### config.mk
export PLATFORM = sky130hd
export DESIGN_NAME = hazard_control_flat
export DESIGN_NICKNAME = d
export VERILOG_FILES = /design/src/rtl/hazard_control_if.sv /design/src/rtl/hazard_control.sv /design/src/flat_wrapper.sv
export SDC_FILE = /design/constraint.sdc
export NUM_CORES = 1
export LEC_CHECK = 0
export ABC_AREA = 1
export CAP_MARGIN = 20
export CELL_PAD_IN_SITES_DETAIL_PLACEMENT = 1
export CELL_PAD_IN_SITES_GLOBAL_PLACEMENT = 1
export CORE_MARGIN = 5
export CORE_UTILIZATION = 37
export CTS_CLUSTER_DIAMETER = 80
export CTS_CLUSTER_SIZE = 8
export DETAILED_ROUTE_END_ITERATION = 10
export PLACE_DENSITY_LB_ADDON = 0.1
export SYNTH_ARGS = -nofsm -noshare
export SYNTH_HDL_FRONTEND = slang
export SYNTH_SLANG_ARGS = --single-unit
### constraint.sdc
create_clock -name clk -period 5.09 [get_ports clk]
set_clock_uncertainty 0.05 [all_clocks]
set_input_delay 1.018 -clock clk [delete_from_list [all_inputs] [get_ports clk]]
set_output_delay 1.018 -clock clk [all_outputs]
set_load 0.02 [all_outputs]
### src/rtl/hazard_control_if.sv
// Hazard controller bundle: front-end/back-end requests in, stall/grant/ROB status out.
// master = pipeline side (drives requests), slave = hazard_control.
interface hazard_control_if #(
    parameter int ROB_DEPTH  = 16,
    parameter int DISPATCH_W = 2,
    parameter int COMMIT_W   = 2
);
    localparam int CW = $clog2(ROB_DEPTH + 1);
    localparam int DW = $clog2(DISPATCH_W + 1);
    localparam int KW = $clog2(COMMIT_W + 1);

    logic          busy;
    logic          overwrite_pc;
    logic          instruction;
    logic [DW-1:0] dispatch_req;
    logic [KW-1:0] commit_cnt;
    logic          flush;
    logic          serialize;
    logic          backend_busy;

    logic          frontend_stall;
    logic          backend_stall;
    logic [DW-1:0] dispatch_grant;
    logic [CW-1:0] rob_count;
    logic          rob_full;
    logic          rob_empty;
    logic          flushing;
    logic          count_err;

    modport master (
        output busy, overwrite_pc, instruction, dispatch_req,
        output commit_cnt, flush, serialize, backend_busy,
        input  frontend_stall, backend_stall, dispatch_grant,
        input  rob_count, rob_full, rob_empty, flushing, count_err
    );

    modport slave (
        input  busy, overwrite_pc, instruction, dispatch_req,
        input  commit_cnt, flush, serialize, backend_busy,
        output frontend_stall, backend_stall, dispatch_grant,
        output rob_count, rob_full, rob_empty, flushing, count_err
    );
endinterface

### src/rtl/hazard_control.sv
// Pipeline hazard/stall controller: wide dispatch grant, ROB occupancy, flush window, fence drain.
// Ports: clk, reset (async, active-high), bus (hazard_control_if.slave).
module hazard_control #(
    parameter int ROB_DEPTH    = 16,
    parameter int DISPATCH_W   = 2,
    parameter int COMMIT_W     = 2,
    parameter int FLUSH_CYCLES = 2
) (
    input  logic             clk,
    input  logic             reset,
    hazard_control_if.slave  bus
);
    localparam int CW  = $clog2(ROB_DEPTH + 1);
    localparam int CW1 = CW + 1;
    localparam int DW  = $clog2(DISPATCH_W + 1);
    localparam int KW  = $clog2(COMMIT_W + 1);
    localparam int FCW = (FLUSH_CYCLES > 1) ? $clog2(FLUSH_CYCLES) : 1;

    localparam logic [CW:0]    DEPTH_L = CW1'(ROB_DEPTH);
    localparam logic [FCW-1:0] FLOAD   = FCW'(FLUSH_CYCLES - 1);

    typedef enum logic [1:0] {
        RUN   = 2'd0,
        FLUSH = 2'd1,
        DRAIN = 2'd2
    } state_e;

    state_e         state_q, state_d;
    logic [FCW-1:0] fctr_q, fctr_d;
    logic [CW-1:0]  cnt_q, cnt_d;
    logic           err_q, err_d;

    logic [DW-1:0]  grant;
    logic [KW-1:0]  commit_w;
    logic [CW:0]    free_w;
    logic [CW:0]    req_w;
    logic [CW:0]    sum_w;
    logic [CW:0]    com_w;
    logic           fe_stall;
    logic           be_stall;
    logic           empty_w;

    assign commit_w = bus.commit_cnt;
    assign empty_w  = (cnt_q == '0);

    // Same-cycle commits are not credited, keeping the grant path short.
    assign free_w = DEPTH_L - CW1'(cnt_q);
    assign req_w  = CW1'(bus.dispatch_req);

    // State register
    always_ff @(posedge clk or posedge reset) begin
        if (reset) begin
            state_q <= RUN;
            fctr_q  <= '0;
        end else begin
            state_q <= state_d;
            fctr_q  <= fctr_d;
        end
    end

    // Next-state logic; flush overrides every other transition
    always_comb begin
        state_d = state_q;
        fctr_d  = fctr_q;
        if (bus.flush) begin
            state_d = FLUSH;
            fctr_d  = FLOAD;
        end else begin
            unique case (state_q)
                RUN: begin
                    if (bus.serialize && (grant != '0))
                        state_d = DRAIN;
                end
                FLUSH: begin
                    if (fctr_q == '0)
                        state_d = bus.serialize ? DRAIN : RUN;
                    else
                        fctr_d = fctr_q - 1'b1;
                end
                DRAIN: begin
                    if (empty_w)
                        state_d = RUN;
                end
                default: state_d = RUN;
            endcase
        end
    end

    // Output logic
    always_comb begin
        fe_stall = reset
                 | (state_q != RUN)
                 | bus.busy
                 | bus.overwrite_pc
                 | ~bus.instruction
                 | (req_w > free_w);
        // Bundles are granted whole or not at all.
        grant    = fe_stall ? '0 : bus.dispatch_req;
        be_stall = reset | bus.backend_busy | (state_q == FLUSH);
    end

    // Occupancy next-state; underflow is checked at full width
    always_comb begin
        sum_w = CW1'(cnt_q) + CW1'(grant);
        com_w = CW1'(commit_w);
        cnt_d = cnt_q;
        err_d = err_q;
        if (bus.flush) begin
            cnt_d = '0;
        end else if (com_w > sum_w) begin
            cnt_d = '0;
            err_d = 1'b1;
        end else begin
            // grant never exceeds free, so the sum fits in CW bits
            cnt_d = cnt_q + CW'(grant) - CW'(commit_w);
        end
    end

    always_ff @(posedge clk or posedge reset) begin
        if (reset) begin
            cnt_q <= '0;
            err_q <= 1'b0;
        end else begin
            cnt_q <= cnt_d;
            err_q <= err_d;
        end
    end

    assign bus.frontend_stall = fe_stall;
    assign bus.backend_stall  = be_stall;
    assign bus.dispatch_grant = grant;
    assign bus.rob_count      = cnt_q;
    assign bus.rob_full       = (CW1'(cnt_q) == DEPTH_L);
    assign bus.rob_empty      = empty_w;
    assign bus.flushing       = (state_q == FLUSH);
    assign bus.count_err      = err_q;
endmodule

### src/flat_wrapper.sv
// flat-port wrapper written by rule: the top's interface ports become plain ports
module hazard_control_flat 
#(
    parameter int ROB_DEPTH    = 16,
    parameter int DISPATCH_W   = 2,
    parameter int COMMIT_W     = 2,
    parameter int FLUSH_CYCLES = 2
)
  (clk, reset, bus_busy, bus_overwrite_pc, bus_instruction, bus_dispatch_req, bus_commit_cnt, bus_flush, bus_serialize, bus_backend_busy, bus_frontend_stall, bus_backend_stall, bus_dispatch_grant, bus_rob_count, bus_rob_full, bus_rob_empty, bus_flushing, bus_count_err);
  hazard_control_if #(.ROB_DEPTH(ROB_DEPTH), .DISPATCH_W(DISPATCH_W), .COMMIT_W(COMMIT_W)) bus_i ();
  input  logic clk;
  input  logic reset;
  input wire logic [$bits(bus_i.busy)-1:0] bus_busy;
  input wire logic [$bits(bus_i.overwrite_pc)-1:0] bus_overwrite_pc;
  input wire logic [$bits(bus_i.instruction)-1:0] bus_instruction;
  input wire logic [$bits(bus_i.dispatch_req)-1:0] bus_dispatch_req;
  input wire logic [$bits(bus_i.commit_cnt)-1:0] bus_commit_cnt;
  input wire logic [$bits(bus_i.flush)-1:0] bus_flush;
  input wire logic [$bits(bus_i.serialize)-1:0] bus_serialize;
  input wire logic [$bits(bus_i.backend_busy)-1:0] bus_backend_busy;
  output wire logic [$bits(bus_i.frontend_stall)-1:0] bus_frontend_stall;
  output wire logic [$bits(bus_i.backend_stall)-1:0] bus_backend_stall;
  output wire logic [$bits(bus_i.dispatch_grant)-1:0] bus_dispatch_grant;
  output wire logic [$bits(bus_i.rob_count)-1:0] bus_rob_count;
  output wire logic [$bits(bus_i.rob_full)-1:0] bus_rob_full;
  output wire logic [$bits(bus_i.rob_empty)-1:0] bus_rob_empty;
  output wire logic [$bits(bus_i.flushing)-1:0] bus_flushing;
  output wire logic [$bits(bus_i.count_err)-1:0] bus_count_err;
  assign bus_i.busy = bus_busy;
  assign bus_i.overwrite_pc = bus_overwrite_pc;
  assign bus_i.instruction = bus_instruction;
  assign bus_i.dispatch_req = bus_dispatch_req;
  assign bus_i.commit_cnt = bus_commit_cnt;
  assign bus_i.flush = bus_flush;
  assign bus_i.serialize = bus_serialize;
  assign bus_i.backend_busy = bus_backend_busy;
  assign bus_frontend_stall = bus_i.frontend_stall;
  assign bus_backend_stall = bus_i.backend_stall;
  assign bus_dispatch_grant = bus_i.dispatch_grant;
  assign bus_rob_count = bus_i.rob_count;
  assign bus_rob_full = bus_i.rob_full;
  assign bus_rob_empty = bus_i.rob_empty;
  assign bus_flushing = bus_i.flushing;
  assign bus_count_err = bus_i.count_err;
  hazard_control #(.ROB_DEPTH(ROB_DEPTH), .DISPATCH_W(DISPATCH_W), .COMMIT_W(COMMIT_W), .FLUSH_CYCLES(FLUSH_CYCLES)) u_core (.clk(clk), .reset(reset), .bus(bus_i));
endmodule
* After elaboration in Yosys (flattened, before gate mapping)
Cells that the tools add are included.
** Operators by class
- Magnitude comparators :: 2
- Eq/ne operators :: 6
- Bitwise gates (word level) :: 9
- Reductions and logical operators :: 8
- Muxes and demuxes :: 12
- $add $sub $neg :: 5
** Operator list (number)
- $gt A2 B6 Y1 :: 2
- $mux W2 :: 6
- $mux W5 :: 2
- $or A1 B1 Y1 :: 7
- $add A5 B2 Y6 :: 1
- $ne A3 B3 Y1 const B :: 2
- $pmux W2 S3 :: 1
- $reduce_bool A2 Y1 :: 3
- $sub A5 B5 Y6 const A :: 1
- $add A5 B2 Y5 :: 1
- $eq A5 B5 Y1 const B :: 1
- $logic_not A5 Y1 :: 1
- $sub A5 B2 Y5 :: 1
- $mux W1 :: 3
- $ne A3 B2 Y1 const B :: 1
- $reduce_and A3 Y1 :: 1
- $eq A2 B1 Y1 const B :: 1
- $eq A2 B2 Y1 const B :: 1
- $logic_not A2 Y1 :: 1
- $not A1 Y1 :: 2
- $reduce_and A2 Y1 :: 1
- $logic_and A1 B1 Y1 :: 1
- $sub A1 B1 Y1 const B :: 1
** Storage, ports and cells
- Register bits after elaboration :: 9
- Input bits :: 12
- Output and inout port bits :: 13
- Logic and storage cells :: 46

* Longest topological paths before layout
- Word-level depth :: 12
- Gate-level depth with buffers :: 22
- Gate-level depth less buffers :: 22

* Worst setup path after synthesis
Ideal clock, no wire load.
- Kind :: in2reg
- Start point :: input port reset
- End point :: register u_core.cnt_q[2], in the netlist u_core.bus.rob_count[2]
- Arrival :: 3.621 ns
- Library setup time :: 0.120 ns
- Stages :: 15
- Required time :: 4.920 ns
- Buffers on the path :: 0
- Slack :: 1.299 ns
- Cell sequence :: inv_1 > nand4_1 > nor3_2 > nand2_1 > nor2_2 > ha_1 > inv_1 > fa_1 > ha_1 > nand2_1 > o21ai_0 > nor3_1 > o221ai_2 > nand2_2 > nor2_1
** On the way
- Longest elaborated chain between the ends :: 10
- Elaborated cells between the ends (all ways) :: 12
- Classes of those cells :: add/sub (3); order compare (1); mux (3); bitwise (5)
** Ends and longest elaborated chain
- start, declared :: RTL line flat_wrapper.sv:12 : input logic reset;
- $or A1 B1 Y1 * :: RTL line hazard_control.sv:92 : | (state_q != RUN)
- $or A1 B1 Y1 * :: RTL line hazard_control.sv:93 : | bus.busy
- $or A1 B1 Y1 * :: RTL line hazard_control.sv:94 : | bus.overwrite_pc
- $or A1 B1 Y1 * :: RTL line hazard_control.sv:95 : | ~bus.instruction
- $or A1 B1 Y1 * :: RTL line hazard_control.sv:96 : | (req_w > free_w);
- via bus_frontend_stall :: RTL line flat_wrapper.sv:21 : output wire logic [$bits(bus_i.frontend_stall)-1:0] bus_frontend_stall;
- $mux W2 * :: RTL line hazard_control.sv:98 : grant = fe_stall ? '0 : bus.dispatch_req;
- via bus_dispatch_grant[0] :: RTL line flat_wrapper.sv:23 : output wire logic [$bits(bus_i.dispatch_grant)-1:0] bus_dispatch_grant;
- $add A5 B2 Y5 / $add A5 B2 Y6 (equally long branches) :: RTL line hazard_control.sv:115, hazard_control.sv:104
- $sub A5 B2 Y5 / $gt A2 B6 Y1 (equally long branches) :: RTL line hazard_control.sv:115, hazard_control.sv:110
- $mux W5 * :: RTL line hazard_control.sv:110 : end else if (com_w > sum_w) begin
- $mux W5 * :: RTL line hazard_control.sv:108 : if (bus.flush) begin
- via u_core.cnt_d[2] :: RTL line hazard_control.sv:30 : logic [CW-1:0] cnt_q, cnt_d;
- end signal, assigned :: RTL line hazard_control.sv:124 : cnt_q <= cnt_d;
- end, declared :: RTL line hazard_control.sv:30
The timed path passes the listed nets; every way through them passes the cells marked *.
A chain may end at the register's enable or synchronous reset.

* Final worst setup path
- Start point :: input port bus_dispatch_req[0]
- End point :: output port bus_dispatch_grant[1]
** On the way
- Longest elaborated chain between the ends :: 3
** Ends and longest elaborated chain
- start, declared :: RTL line flat_wrapper.sv:16 : input wire logic [$bits(bus_i.dispatch_req)-1:0] bus_dispatch_req;
- $gt A2 B6 Y1 :: RTL line hazard_control.sv:96
- $or A1 B1 Y1 :: RTL line hazard_control.sv:96
- $mux W2 :: RTL line hazard_control.sv:98
- end, declared :: RTL line flat_wrapper.sv:23
No other way between the ends.

==> metrics.md <==
| Metric | Value |
|---|---|
| Crit path DAT | `3.06 ns` |
| Vias in the first global route | `952` |
| Post-Route Setup TNS | `0 ns` |
| Crit-path cells | `clkdlybuf4s50_1, inv_1, ha_1, a21oi_1, nand2_1, nor2_2, nand3_2, nand3_1, inv_1, clkdlybuf4s50_1` |
| DR vias/cell | `4.773` |
| Clock Latency Late Sink | `0.25 ns` |
| CTS Buf Count | `3` |
| CTS resizes | `0` |
| VDD IR max | `0.0002423 V` |
| Share of the synthesized area in the top cell type | `23.35%` |
| Total die area | `3728 um2` |
| Syn avg cell area | `7.843 um2` |
| # DRC | `0` |
| Layout fillers | `316` |
| Area Overhead vs Synth | `31.52%` |
| Placeable Area | `2477 um2` |
| Final setup vio count | `0` |
| Num Clock Sinks | `9` |
| Delay of the slowest cell on the worst path | `0.54 ns` |
| Cell area power density | `468.5 nW/um2` |
| Area of the multi-input gates | `623.1 um2` |
| Die W | `61.06 um` |
| GPL Wtd Cong | `0.7741` |
| Ys flop type | `dfrtp_1` |
| Initial Util | `38.94%` |
| Slowest-stage cell, CP | `clkdlybuf4s50_1` |
| Hold Vio Cnt, Final | `0` |
| Initial DRC Count | `7` |
| Routed via count | `864` |
| Root buf cell | `clkbuf_4` |
| Seq/Total Area, Yosys | `23.35%` |
| Cell Area, Synth | `964.7 um2` |
| Crit path time final | `4.132 ns` |
| Setup crit end kind | `output pin` |
| Num rows | `18` |
| Status | `completed` |
| DRT Pass-1 Iters | `3` |
| DP HPWL | `2165 um` |
| Postcts setup bufs | `0` |
| Met2 Resource Use GR | `27.49%` |
| MaxCap Viol Count | `0` |
| Synth top cells by count | `inv_1, ha_1, nand2_1, nor2_1, dfrtp_1` |
| RSZ-0062 raised after global routing | `no` |
| H-tree levels | `1` |
| Syn_nets | `156` |
| Final worst path period share | `81.19%` |
| Count leader, synth | `inv_1` |
| First-pass GRT wire length | `4015 um` |
| Diode count | `0` |
| Layout cells sized above 1 | `7.285%` |
| Reg area | `225.2 um2` |
| Worst path top cell family by delay | `buffers and inverters` |
| Die height | `61.06 um` |
| Antenna viol nets, final | `0` |
| Library cells used by synthesis | `24` |
| Slew margin rel. | `77.21%` |
| CP Buf/Inv Count | `4` |
| Final count of pins violating max slew | `0` |
| Clock slew at reported path FFs | `0.06 ns` |
| Busiest grt layer | `met2` |
| Port buffer count | `24` |
| CP Class | `in2out` |
| Gate Count Post-Synth | `123` |
| Slew @ Worst Pin | `0.3387 ns` |
| GRT Util Overall | `14.35%` |
| Fin util | `51.21%` |
| M3 GR Usage | `2.096%` |
| Remaining Overflow, GRT | `0` |
| Clk buf depth | `2` |
| F_max | `242.0 MHz` |
| Routed WL | `2374 um` |
| Hold_buf cts | `0` |
| Largest net degree at the start of global routing | `11` |
| Initial antenna violation count | `0` |
| Largest area contributor in the netlist | `dfrtp_1` |
| Worst Hold Class | `reg2reg` |
| Count of state elements after synthesis | `9` |
| Req. time, crit path | `4.02 ns` |
| FFs w/ async S/R, synth | `100.0%` |
| Nets@finish | `185` |
| Yosys warns | `0` |
| EDFF count, synth | `0` |
| Top cells by area, synth | `dfrtp_1, ha_1, inv_1, fa_1, nand2_1` |
| CP Max Fanout | `3` |
| Ports | `25` |
| Routed len/inst | `13.12 um` |
| CTS tree | `built` |
| M1 GR Usage | `17.16%` |
| Leakage | `0.6363 nW` |
| Critical path launch point type | `primary input` |
==> worst paths after layout <==
check	startpoint	endpoint	slack [ns]	depth (start not counted)
setup / recovery	bus_dispatch_req[0]	bus_dispatch_grant[1]	0.96	10
hold / removal	u_core.bus.count_err$_DFFE_PP0P_	u_core.bus.count_err$_DFFE_PP0P_	0.43	1
setup reg to reg	u_core.bus.rob_count[3]$_DFF_PP0_	u_core.bus.rob_count[3]$_DFF_PP0_	1.43	22
min in group asynchronous	reset	u_core.state_q[0]$_DFFE_PP0P_	1.01	2
hold reg to reg	u_core.bus.count_err$_DFFE_PP0P_	u_core.bus.count_err$_DFFE_PP0P_	0.43	1
max in group asynchronous	reset	u_core.bus.rob_count[2]$_DFF_PP0_	3.72	2
==> cells in the final DEF (no fill, tap or decap) <==
cell / instances
inv_1: 30
clkdlybuf4s50_1: 24
ha_1: 18
nor2_1: 15
nand2_1: 15
dfrtp_1: 9
a21oi_1: 7
nand3_1: 5
o21ai_0: 3
fa_1: 3
clkbuf_4: 3
xnor2_1: 2
nor2_2: 2
xor2_1: 2
nand3_2: 1
nand4_1: 1
nor3_2: 1
inv_2: 1
nor4_4: 1
nor3_1: 1
o221ai_2: 1
nand2_2: 1
o21bai_1: 1
o2111ai_1: 1
nor4_1: 1
a31oi_1: 1
clkbuf_1: 1
==> sequential cells by signal, summed over array words and instances, names as in the netlist <==
name	cells
u_core.bus.count_err	1
u_core.state_q	2
u_core.fctr_q	1
u_core.bus.rob_count	5
==> worst reg2reg max path: stages, from the launching register on <==
cell      delay [ns]
dfrtp_1         0.46
inv_1           0.18
ha_1            0.22
nand2_1         0.06
inv_1           0.05
ha_1            0.27
inv_1           0.04
a21oi_1         0.11
nand2_1         0.08
nor2_2          0.09
nand3_2         0.10
nand2_1         0.11
nor2_2          0.06
ha_1            0.18
inv_1           0.06
fa_1            0.41
ha_1            0.30
nand2_1         0.07
o21ai_0         0.08
nor3_1          0.24
o221ai_2        0.15
nand2_2         0.12
nor2_1          0.06
==> routing by layer <==
metal  vias up  wire [um]  part of all wire (%)
met3         0         86                   3.6
met5         -          0                     0
met1       406       1027                    43
met4         0          0                     0
li1        444          -                     -
met2        14       1261                    53
==> area by class of cell <==
| cell class | instances | area share, % |
|---|---|---|
| repair buffers | 24 | 18.93 |
| flip-flops and latches | 9 | 17.75 |
| well taps | 30 | 2.959 |
| clock buffers | 4 | 2.071 |
| inverters | 31 | 9.172 |
| multi-input cells | 83 | 49.11 |
==> power by group <==
| group | total, W | switching (W) | leakage (nW) | internal [W] |
|---|---|---|---|---|
| clock network | 0.0000531 | 0.0000230 | 0.0150 | 0.0000301 |
| registers | 0.000126 | 0.0000328 | 0.109 | 0.0000928 |
| logic | 0.000416 | 0.000238 | 0.513 | 0.000177 |
| total | 0.000594 | 0.000294 | 0.636 | 0.000300 |
==> cells by family (layout without fill, tap and decap cells) <==
family	after synthesis	count (layout)	share of synthesized area (%)
fa+ha+maj	21	21	29.57
simple gates	44	44	22.31
flops	9	9	23.35
buf+inv	31	59	12.06
compound gates	14	14	9.079
xor+xnor	4	4	3.632
==> through the flow <==
step / power, W / setup WS (ns) / cell area, um2 / hold slack, ns / instances
2_1_floorplan: 0.0004085 / 1.299 / 964.7 / 0.4736 / 123
3_3_place_gp: 0.0005353 / 0.8669 / 1242 / 0.4263 / 177
3_5_place_dp: 0.0005498 / 0.8183 / 1242 / 0.4151 / 177
4_1_cts: 0.0006058 / 0.9070 / 1269 / 0.4421 / 181
5_1_grt: 0.0006640 / 0.7641 / 1269 / 0.4712 / 181
6_report: 0.0005943 / 0.9575 / 1269 / 0.4337 / 181
No activity file was read; power rests on OpenSTA's default activity.
